### src/rtl/fetch_stage_pkg.sv
// Shared definitions for the fetch stage: default widths, boot/bubble
// encodings, FSM state encoding and next-PC select codes.
package fetch_stage_pkg;

    localparam int unsigned DEF_VIRT_ADDR_WIDTH = 32;
    localparam int unsigned DEF_INST_WIDTH      = 32;
    localparam logic [31:0] DEF_BOOT_ADDR       = 32'h0000_1000;
    localparam logic [31:0] DEF_NOP_INST        = 32'h0000_0000;

    typedef enum logic {
        FETCH     = 1'b0,
        MISS_WAIT = 1'b1
    } fetch_state_e;

    // Next-PC select codes driven into fetch_pc_reg
    localparam logic [1:0] PC_SEL_HOLD   = 2'd0;
    localparam logic [1:0] PC_SEL_INC    = 2'd1;
    localparam logic [1:0] PC_SEL_BRANCH = 2'd2;
    localparam logic [1:0] PC_SEL_REDIR  = 2'd3;

endpackage

### src/rtl/fetch_pc_reg.sv
// PC register with next-PC select (hold / pc+4 / branch target / pending redirect).
// Ports:
//   clk, reset          clock, synchronous active-high reset (pc <= BOOT_ADDR)
//   i_sel               next-PC select code (PC_SEL_*)
//   i_branch_target     redirect target from the ALU stage
//   i_redir_pc          redirect target captured during an i-cache miss
//   o_pc                current PC (registered)
//   o_pc_plus4_c        pc + 4, wraps at 2^VIRT_ADDR_WIDTH (combinational)
module fetch_pc_reg
    import fetch_stage_pkg::*;
#(
    parameter int unsigned                VIRT_ADDR_WIDTH = DEF_VIRT_ADDR_WIDTH,
    parameter logic [VIRT_ADDR_WIDTH-1:0] BOOT_ADDR       = VIRT_ADDR_WIDTH'(DEF_BOOT_ADDR)
) (
    input  logic                       clk,
    input  logic                       reset,
    input  logic [1:0]                 i_sel,
    input  logic [VIRT_ADDR_WIDTH-1:0] i_branch_target,
    input  logic [VIRT_ADDR_WIDTH-1:0] i_redir_pc,
    output logic [VIRT_ADDR_WIDTH-1:0] o_pc,
    output logic [VIRT_ADDR_WIDTH-1:0] o_pc_plus4_c
);

    logic [VIRT_ADDR_WIDTH-1:0] r_pc;
    logic [VIRT_ADDR_WIDTH-1:0] w_pc_plus4;

    assign w_pc_plus4   = r_pc + VIRT_ADDR_WIDTH'(4);
    assign o_pc         = r_pc;
    assign o_pc_plus4_c = w_pc_plus4;

    // PC update
    always_ff @(posedge clk) begin
        if (reset) begin
            r_pc <= BOOT_ADDR;
        end else begin
            case (i_sel)
                PC_SEL_INC:    r_pc <= w_pc_plus4;
                PC_SEL_BRANCH: r_pc <= i_branch_target;
                PC_SEL_REDIR:  r_pc <= i_redir_pc;
                default:       r_pc <= r_pc;
            endcase
        end
    end

endmodule

### src/rtl/fetch_stage.sv
// Pipeline fetch stage: owns the PC, issues one i-cache lookup per cycle,
// registers instruction and PC+4 into the fetch/decode register, and handles
// miss waiting, branch redirects and decode stalls.
// Ports:
//   clk, reset                 clock, synchronous active-high reset
//   wrt_en                     fetch/decode register enable
//   branch_taken/target        redirect request and target PC
//   icache_req/addr            lookup request/address (combinational)
//   icache_hit/data            same-cycle hit and instruction word
//   icache_fill_done           one-cycle pulse, miss line filled
//   PCNEXT_FETCH, instruction  registered outputs to decode
//   block_pipe_instr_cache     high while a miss is outstanding
// Optional: `define FETCH_PERF_CNT_EN adds perf_fetched and perf_miss_cycles.
module fetch_stage
    import fetch_stage_pkg::*;
#(
    parameter int unsigned                VIRT_ADDR_WIDTH = DEF_VIRT_ADDR_WIDTH,
    parameter int unsigned                INST_WIDTH      = DEF_INST_WIDTH,
    parameter logic [VIRT_ADDR_WIDTH-1:0] BOOT_ADDR       = VIRT_ADDR_WIDTH'(DEF_BOOT_ADDR),
    parameter logic [INST_WIDTH-1:0]      NOP_INST        = INST_WIDTH'(DEF_NOP_INST)
) (
    input  logic                       clk,
    input  logic                       reset,
    input  logic                       wrt_en,
    input  logic                       branch_taken,
    input  logic [VIRT_ADDR_WIDTH-1:0] branch_target,
    output logic                       icache_req,
    output logic [VIRT_ADDR_WIDTH-1:0] icache_addr,
    input  logic                       icache_hit,
    input  logic [INST_WIDTH-1:0]      icache_data,
    input  logic                       icache_fill_done,
    output logic [VIRT_ADDR_WIDTH-1:0] PCNEXT_FETCH,
    output logic [INST_WIDTH-1:0]      instruction,
    output logic                       block_pipe_instr_cache
`ifdef FETCH_PERF_CNT_EN
    ,
    output logic [31:0]                perf_fetched,
    output logic [31:0]                perf_miss_cycles
`endif
);

    fetch_state_e               r_state;
    fetch_state_e               w_state_next;
    logic [VIRT_ADDR_WIDTH-1:0] w_pc;
    logic [VIRT_ADDR_WIDTH-1:0] w_pc_plus4;
    logic [1:0]                 w_pc_sel;
    logic [INST_WIDTH-1:0]      r_instruction;
    logic [INST_WIDTH-1:0]      w_instruction_next;
    logic [VIRT_ADDR_WIDTH-1:0] r_pcnext;
    logic [VIRT_ADDR_WIDTH-1:0] w_pcnext_next;
    logic                       r_redir_pend;
    logic                       w_redir_pend_next;
    logic [VIRT_ADDR_WIDTH-1:0] r_redir_pc;
    logic [VIRT_ADDR_WIDTH-1:0] w_redir_pc_next;

    fetch_pc_reg #(
        .VIRT_ADDR_WIDTH (VIRT_ADDR_WIDTH),
        .BOOT_ADDR       (BOOT_ADDR)
    ) u_pc_reg (
        .clk             (clk),
        .reset           (reset),
        .i_sel           (w_pc_sel),
        .i_branch_target (branch_target),
        .i_redir_pc      (r_redir_pc),
        .o_pc            (w_pc),
        .o_pc_plus4_c    (w_pc_plus4)
    );

    assign icache_req             = 1'b1;
    assign icache_addr            = w_pc;
    assign block_pipe_instr_cache = (r_state == MISS_WAIT);
    assign PCNEXT_FETCH           = r_pcnext;
    assign instruction            = r_instruction;

    // State and pipeline register
    always_ff @(posedge clk) begin
        if (reset) begin
            r_state       <= FETCH;
            r_instruction <= NOP_INST;
            r_pcnext      <= '0;
            r_redir_pend  <= 1'b0;
            r_redir_pc    <= '0;
        end else begin
            r_state       <= w_state_next;
            r_instruction <= w_instruction_next;
            r_pcnext      <= w_pcnext_next;
            r_redir_pend  <= w_redir_pend_next;
            r_redir_pc    <= w_redir_pc_next;
        end
    end

    // Next-state, next-PC select and pipeline register inputs
    always_comb begin
        w_state_next       = r_state;
        w_pc_sel           = PC_SEL_HOLD;
        w_instruction_next = r_instruction;
        w_pcnext_next      = r_pcnext;
        w_redir_pend_next  = r_redir_pend;
        w_redir_pc_next    = r_redir_pc;

        case (r_state)
            FETCH: begin
                if (branch_taken) begin
                    // Redirect wins over hit/miss and ignores wrt_en
                    w_pc_sel           = PC_SEL_BRANCH;
                    w_instruction_next = NOP_INST;
                    w_pcnext_next      = '0;
                end else if (icache_hit) begin
                    if (wrt_en) begin
                        w_pc_sel           = PC_SEL_INC;
                        w_instruction_next = icache_data;
                        w_pcnext_next      = w_pc_plus4;
                    end
                end else begin
                    w_state_next = MISS_WAIT;
                    if (wrt_en) begin
                        w_instruction_next = NOP_INST;
                        w_pcnext_next      = '0;
                    end
                end
            end
            MISS_WAIT: begin
                if (wrt_en) begin
                    w_instruction_next = NOP_INST;
                    w_pcnext_next      = '0;
                end
                if (icache_fill_done) begin
                    // A same-cycle branch beats an earlier pending redirect
                    w_state_next      = FETCH;
                    w_redir_pend_next = 1'b0;
                    if (branch_taken) begin
                        w_pc_sel = PC_SEL_BRANCH;
                    end else if (r_redir_pend) begin
                        w_pc_sel = PC_SEL_REDIR;
                    end
                end else if (branch_taken) begin
                    w_redir_pend_next = 1'b1;
                    w_redir_pc_next   = branch_target;
                end
            end
        endcase
    end

`ifdef FETCH_PERF_CNT_EN
    logic        w_hit_accept;
    logic [31:0] r_perf_fetched;
    logic [31:0] r_perf_miss_cycles;

    assign w_hit_accept     = (r_state == FETCH) && !branch_taken && icache_hit && wrt_en;
    assign perf_fetched     = r_perf_fetched;
    assign perf_miss_cycles = r_perf_miss_cycles;

    // Performance counters, free-running with natural wrap
    always_ff @(posedge clk) begin
        if (reset) begin
            r_perf_fetched     <= '0;
            r_perf_miss_cycles <= '0;
        end else begin
            if (w_hit_accept) begin
                r_perf_fetched <= r_perf_fetched + 32'd1;
            end
            if (r_state == MISS_WAIT) begin
                r_perf_miss_cycles <= r_perf_miss_cycles + 32'd1;
            end
        end
    end
`endif

endmodule

### config.mk
export PLATFORM = sky130hd
export DESIGN_NAME = fetch_stage
export DESIGN_NICKNAME = d
export VERILOG_FILES = /design/src/rtl/fetch_stage_pkg.sv /design/src/rtl/fetch_pc_reg.sv /design/src/rtl/fetch_stage.sv
export SDC_FILE = /design/constraint.sdc
export NUM_CORES = 1
export LEC_CHECK = 0
export CAP_MARGIN = 20
export CORE_AREA = 4 4 135 137
export CTS_CLUSTER_DIAMETER = 50
export DETAILED_ROUTE_END_ITERATION = 10
export DIE_AREA = 0 0 139 141
export HOLD_SLACK_MARGIN = 0.15
export PLACE_DENSITY = 0.67
export RECOVER_POWER = 25
export SETUP_SLACK_MARGIN = 0.3
export SLEW_MARGIN = 10
export SYNTH_ARGS = -nofsm -noshare
export SYNTH_HDL_FRONTEND = slang
export SYNTH_SLANG_ARGS = --single-unit
### constraint.sdc
create_clock -name clk -period 5.2 [get_ports clk]
set_input_delay 0.78 -clock clk [delete_from_list [all_inputs] [get_ports clk]]
set_output_delay 0.78 -clock clk [all_outputs]
set_load 0.02 [all_outputs]
==> metrics.md <==
| Metric | Value |
|---|---|
| First-pass GRT wire length | 30500 um |
| Crit start category | input port |
| RSZ-0062 raised after global routing | false |
| Clk pin slew, worst setup/hold paths | ~0.060 ns |
| Post-detail-place hpwl | 13100 um |
| Worst IR drop on VDD | 0.000219 V |
| H-tree depth | 4 |
| Starting DRT DRC Count | around 440 |
| Worst-Skew Late Latency | approximately 0.42 ns |
| WL/cell | 17.7 um |
| CTS tree | yes |
| CP cell instances | dlygate4sd3_1, a21oi_1, or2_1, buf_4, o21ai_0, o311ai_0, o211a_1 |
| Finished Core Util | 48.3% |
| Hold Crit Class | register to register |
| Flop and latch count out of synthesis | 130 |
| Cts repair resizes | 0 |
| Worst path required time | 5.56 ns |
| Synth-to-Final Area Change | 40.2% |
| Final wirelength | approximately 20000 um |
| Mapped Nets | 804 |
| Antenna violations before repair | 1 |
| Hold path depth | 2 |
| Worst Setup End Kind | register |
| Hold Crit Start | PCNEXT_FETCH[14]$_SDFFE_PP0P_ |
| Slew headroom | 33.0% |
| Critical path's slowest cell | dlygate4sd3_1 |
| Register area share after synthesis | 44.3% |
| Layout Skew | 0.00862 ns |
| Crit Path Max Fanout | 17 |
| Worst setup path class | input port to register |
| Starting Density | around 34% |
| Synth cell types | 59 |
| Final Cycle Share | 64.5% |
| Vias | 5999 |
| Commonest non-fill, non-tap cell in the layout | dfxtp_1 |
| PD cells | 315 nW/um2 |
| Max cap viols | 0 |
| Largest net degree at the start of global routing | 92 |
| Die X | 139 um |
| CTS Buffer Depth | 2 |
| FP Rows | 48 |
| Final setup viols | 0 |
| Reg2Reg Depth | 6 |
| Setup TNS | 0 ns |
| Vias per inst | 5.43 |
| Clock sinks | 130 |
| Drt drc | 0 |
| Worst Path Arrival | about 3.7 ns |
| FF-to-FF setup slack | 2.31 ns |
| IO buf count | 166 |
| Primary FF master, synth | dfxtp_1 |
| Cts bufs inserted | 17 |
| Setup bufs post-CTS | 0 |
| Crit-path leading delay family | compound AO/OA/AOI/OAI gates |
| Worst R2R End | u_pc_reg.o_pc[9]$_SDFFE_PP0P_ |
| Most Crowded Layer GR | met2 |
| Status | finished, final reports clean |
| Gr ovfl total | 0 |
| Vias in the first global route | 5665 |
| Avg Cell Area, Syn | 8.02 um2 |
| Buf/Inv on CP | 2 |
| Share of cells above drive strength 1 | 6.37% |
| Minimum clock period | 3.35 ns |
| Max-slew violations | 0 |
| Ant. Diodes | 0 |
| Crit Reg-Reg Startpoint | block_pipe_instr_cache$_SDFF_PP0_ |
| Synthesis Warnings | 0 |
| Asr flop ratio synth | 0% |
| Synth Instances | 733 |
| M1 GR Usage | 24.6% |
| EDFF count, synth | 0 |
| GPL Wtd Cong | ~0.86 |
| Area of the die | roughly 20000 um2 |
| Core region area | ~17000 um2 |
| Nets | approximately 940 |
| Hold Vio Cnt, Final | 0 |
| Met3 Usage GRT | 7.29% |
| Syn Std Cell Area | 5880 um2 |
| Pleak | 3.02 nW |
| IO Count | ~170 |
| Worst hold endpoint | PCNEXT_FETCH[14]$_SDFFE_PP0P_ |
| DR pass1 iterations | 5 |
| Overall Global Routing Usage | between 15 and 20% |
| Met2 usage | 30.2% |
| Fmax | 298 MHz |
| Fill count | 1664 |
| CP peak stage delay | about 0.74 ns |
| Antenna-violating nets left | 0 |
| CTS Hold Buffers Added | 0 |
| Slew @ Worst Pin | between 1 and 1.5 ns |
| Die height | 141 um |
| CTS Root Cell | clkbuf_16 |
| Most frequent cells in the layout | dfxtp_1 (130), nand2_1 (116), clkdlybuf4s50_1 (109) |
[state kept, by name, indices dropped and copies added (netlist names)]
signal                  count
r_redir_pend                1
r_redir_pc                 32
u_pc_reg.o_pc              32
instruction                32
block_pipe_instr_cache      1
PCNEXT_FETCH               32
[Yosys cell counts (all sizes together), types with 4 or more instances]
| cell type | number | area [um2] |
|---|---|---|
| buf | 23 | 109 |
| nand3 | 24 | 120 |
| or4 | 6 | 52.6 |
| nor2 | 62 | 233 |
| a22oi | 45 | 338 |
| xnor2 | 10 | 87.6 |
| a31oi | 8 | 50.1 |
| nor3b | 5 | 37.5 |
| and4 | 8 | 70.1 |
| xor2 | 10 | 87.6 |
| nor4 | 4 | 37.5 |
| a221oi | 4 | 35.0 |
| dfxtp | 130 | 2600 |
| a211oi | 7 | 52.6 |
| o21ai | 52 | 260 |
| o211ai | 10 | 75.1 |
| nand4 | 10 | 96.4 |
| nor3 | 21 | 105 |
| o21a | 5 | 37.5 |
| and3 | 7 | 43.8 |
| or2 | 5 | 31.3 |
| a21oi | 72 | 360 |
| o2111ai | 4 | 35.0 |
| inv | 8 | 30.0 |
| nand2 | 116 | 435 |
| clkbuf | 40 | 150 |
[stage by stage]
step           instances  area (um2)  setup WS, ns  power, mW  hold slack (ns)
5_1_grt             1104        8240          1.68       2.69            0.468
3_3_place_gp        1071        7660          1.67       1.45            0.437
4_1_cts             1103        8240          1.99       2.62            0.454
3_5_place_dp        1071        7660          1.56       1.45            0.444
2_1_floorplan        733        5880          3.00       1.27            0.430
6_report            1104        8240          1.85       2.60            0.446
[worst min-delay path: stages (launching register included)]
cell	delay, ns
dfxtp_1	0.32
nand2_1	0.04
o21ai_0	0.05
[how the worst max path moves through the flow]
stage                 start                        endpoint  depth (start not counted)
2_1_floorplan        wrt_en  u_pc_reg.o_pc[20]$_SDFFE_PP0P_                          7
4_1_cts        branch_taken   u_pc_reg.o_pc[4]$_SDFFE_PP0P_                          7
5_1_grt        branch_taken   u_pc_reg.o_pc[4]$_SDFFE_PP0P_                          7
6_report       branch_taken   u_pc_reg.o_pc[9]$_SDFFE_PP0P_                          7
3_5_place_dp   branch_taken   u_pc_reg.o_pc[4]$_SDFFE_PP0P_                          7
3_3_place_gp   branch_taken   u_pc_reg.o_pc[5]$_SDFFE_PP0P_                          7
[where the power goes]
group	internal [mW]	leakage [nW]	switching (mW)	total, mW
logic	0.156	1.69	0.182	0.338
registers	1.03	1.06	0.0588	1.09
clock network	0.729	0.273	0.438	1.17
[routing by layer]
layer	share of wire (%)	wire (um)
met1	44	8620
met2	44	8640
met3	9.7	1890
met4	1.8	344
met5	0.067	13
[final cells by class]
class                   instances  area (um2)  share of cell area (%)
clock buffers                  23         468                    5.68
clock inverters                 9         106                    1.29
inverters                       8        30.0                   0.364
multi-input cells             532        3020                    36.6
flip-flops and latches        130        2600                    31.6
well taps                     225         282                    3.41
repair buffers                177        1740                    21.1
[cell families (layout without fill, tap and decap cells)]
group / after synthesis / in the layout / synth area share [%]
flops: 130 / 130 / 44.3
xor+xnor: 20 / 20 / 2.98
other cells: 1 / 1 / 0.0638
compound gates: 231 / 231 / 24.7
fa+ha+maj: 1 / 1 / 0.213
buf+inv: 71 / 217 / 4.92
simple gates: 279 / 279 / 22.9
(Power assumes the default switching activity.)
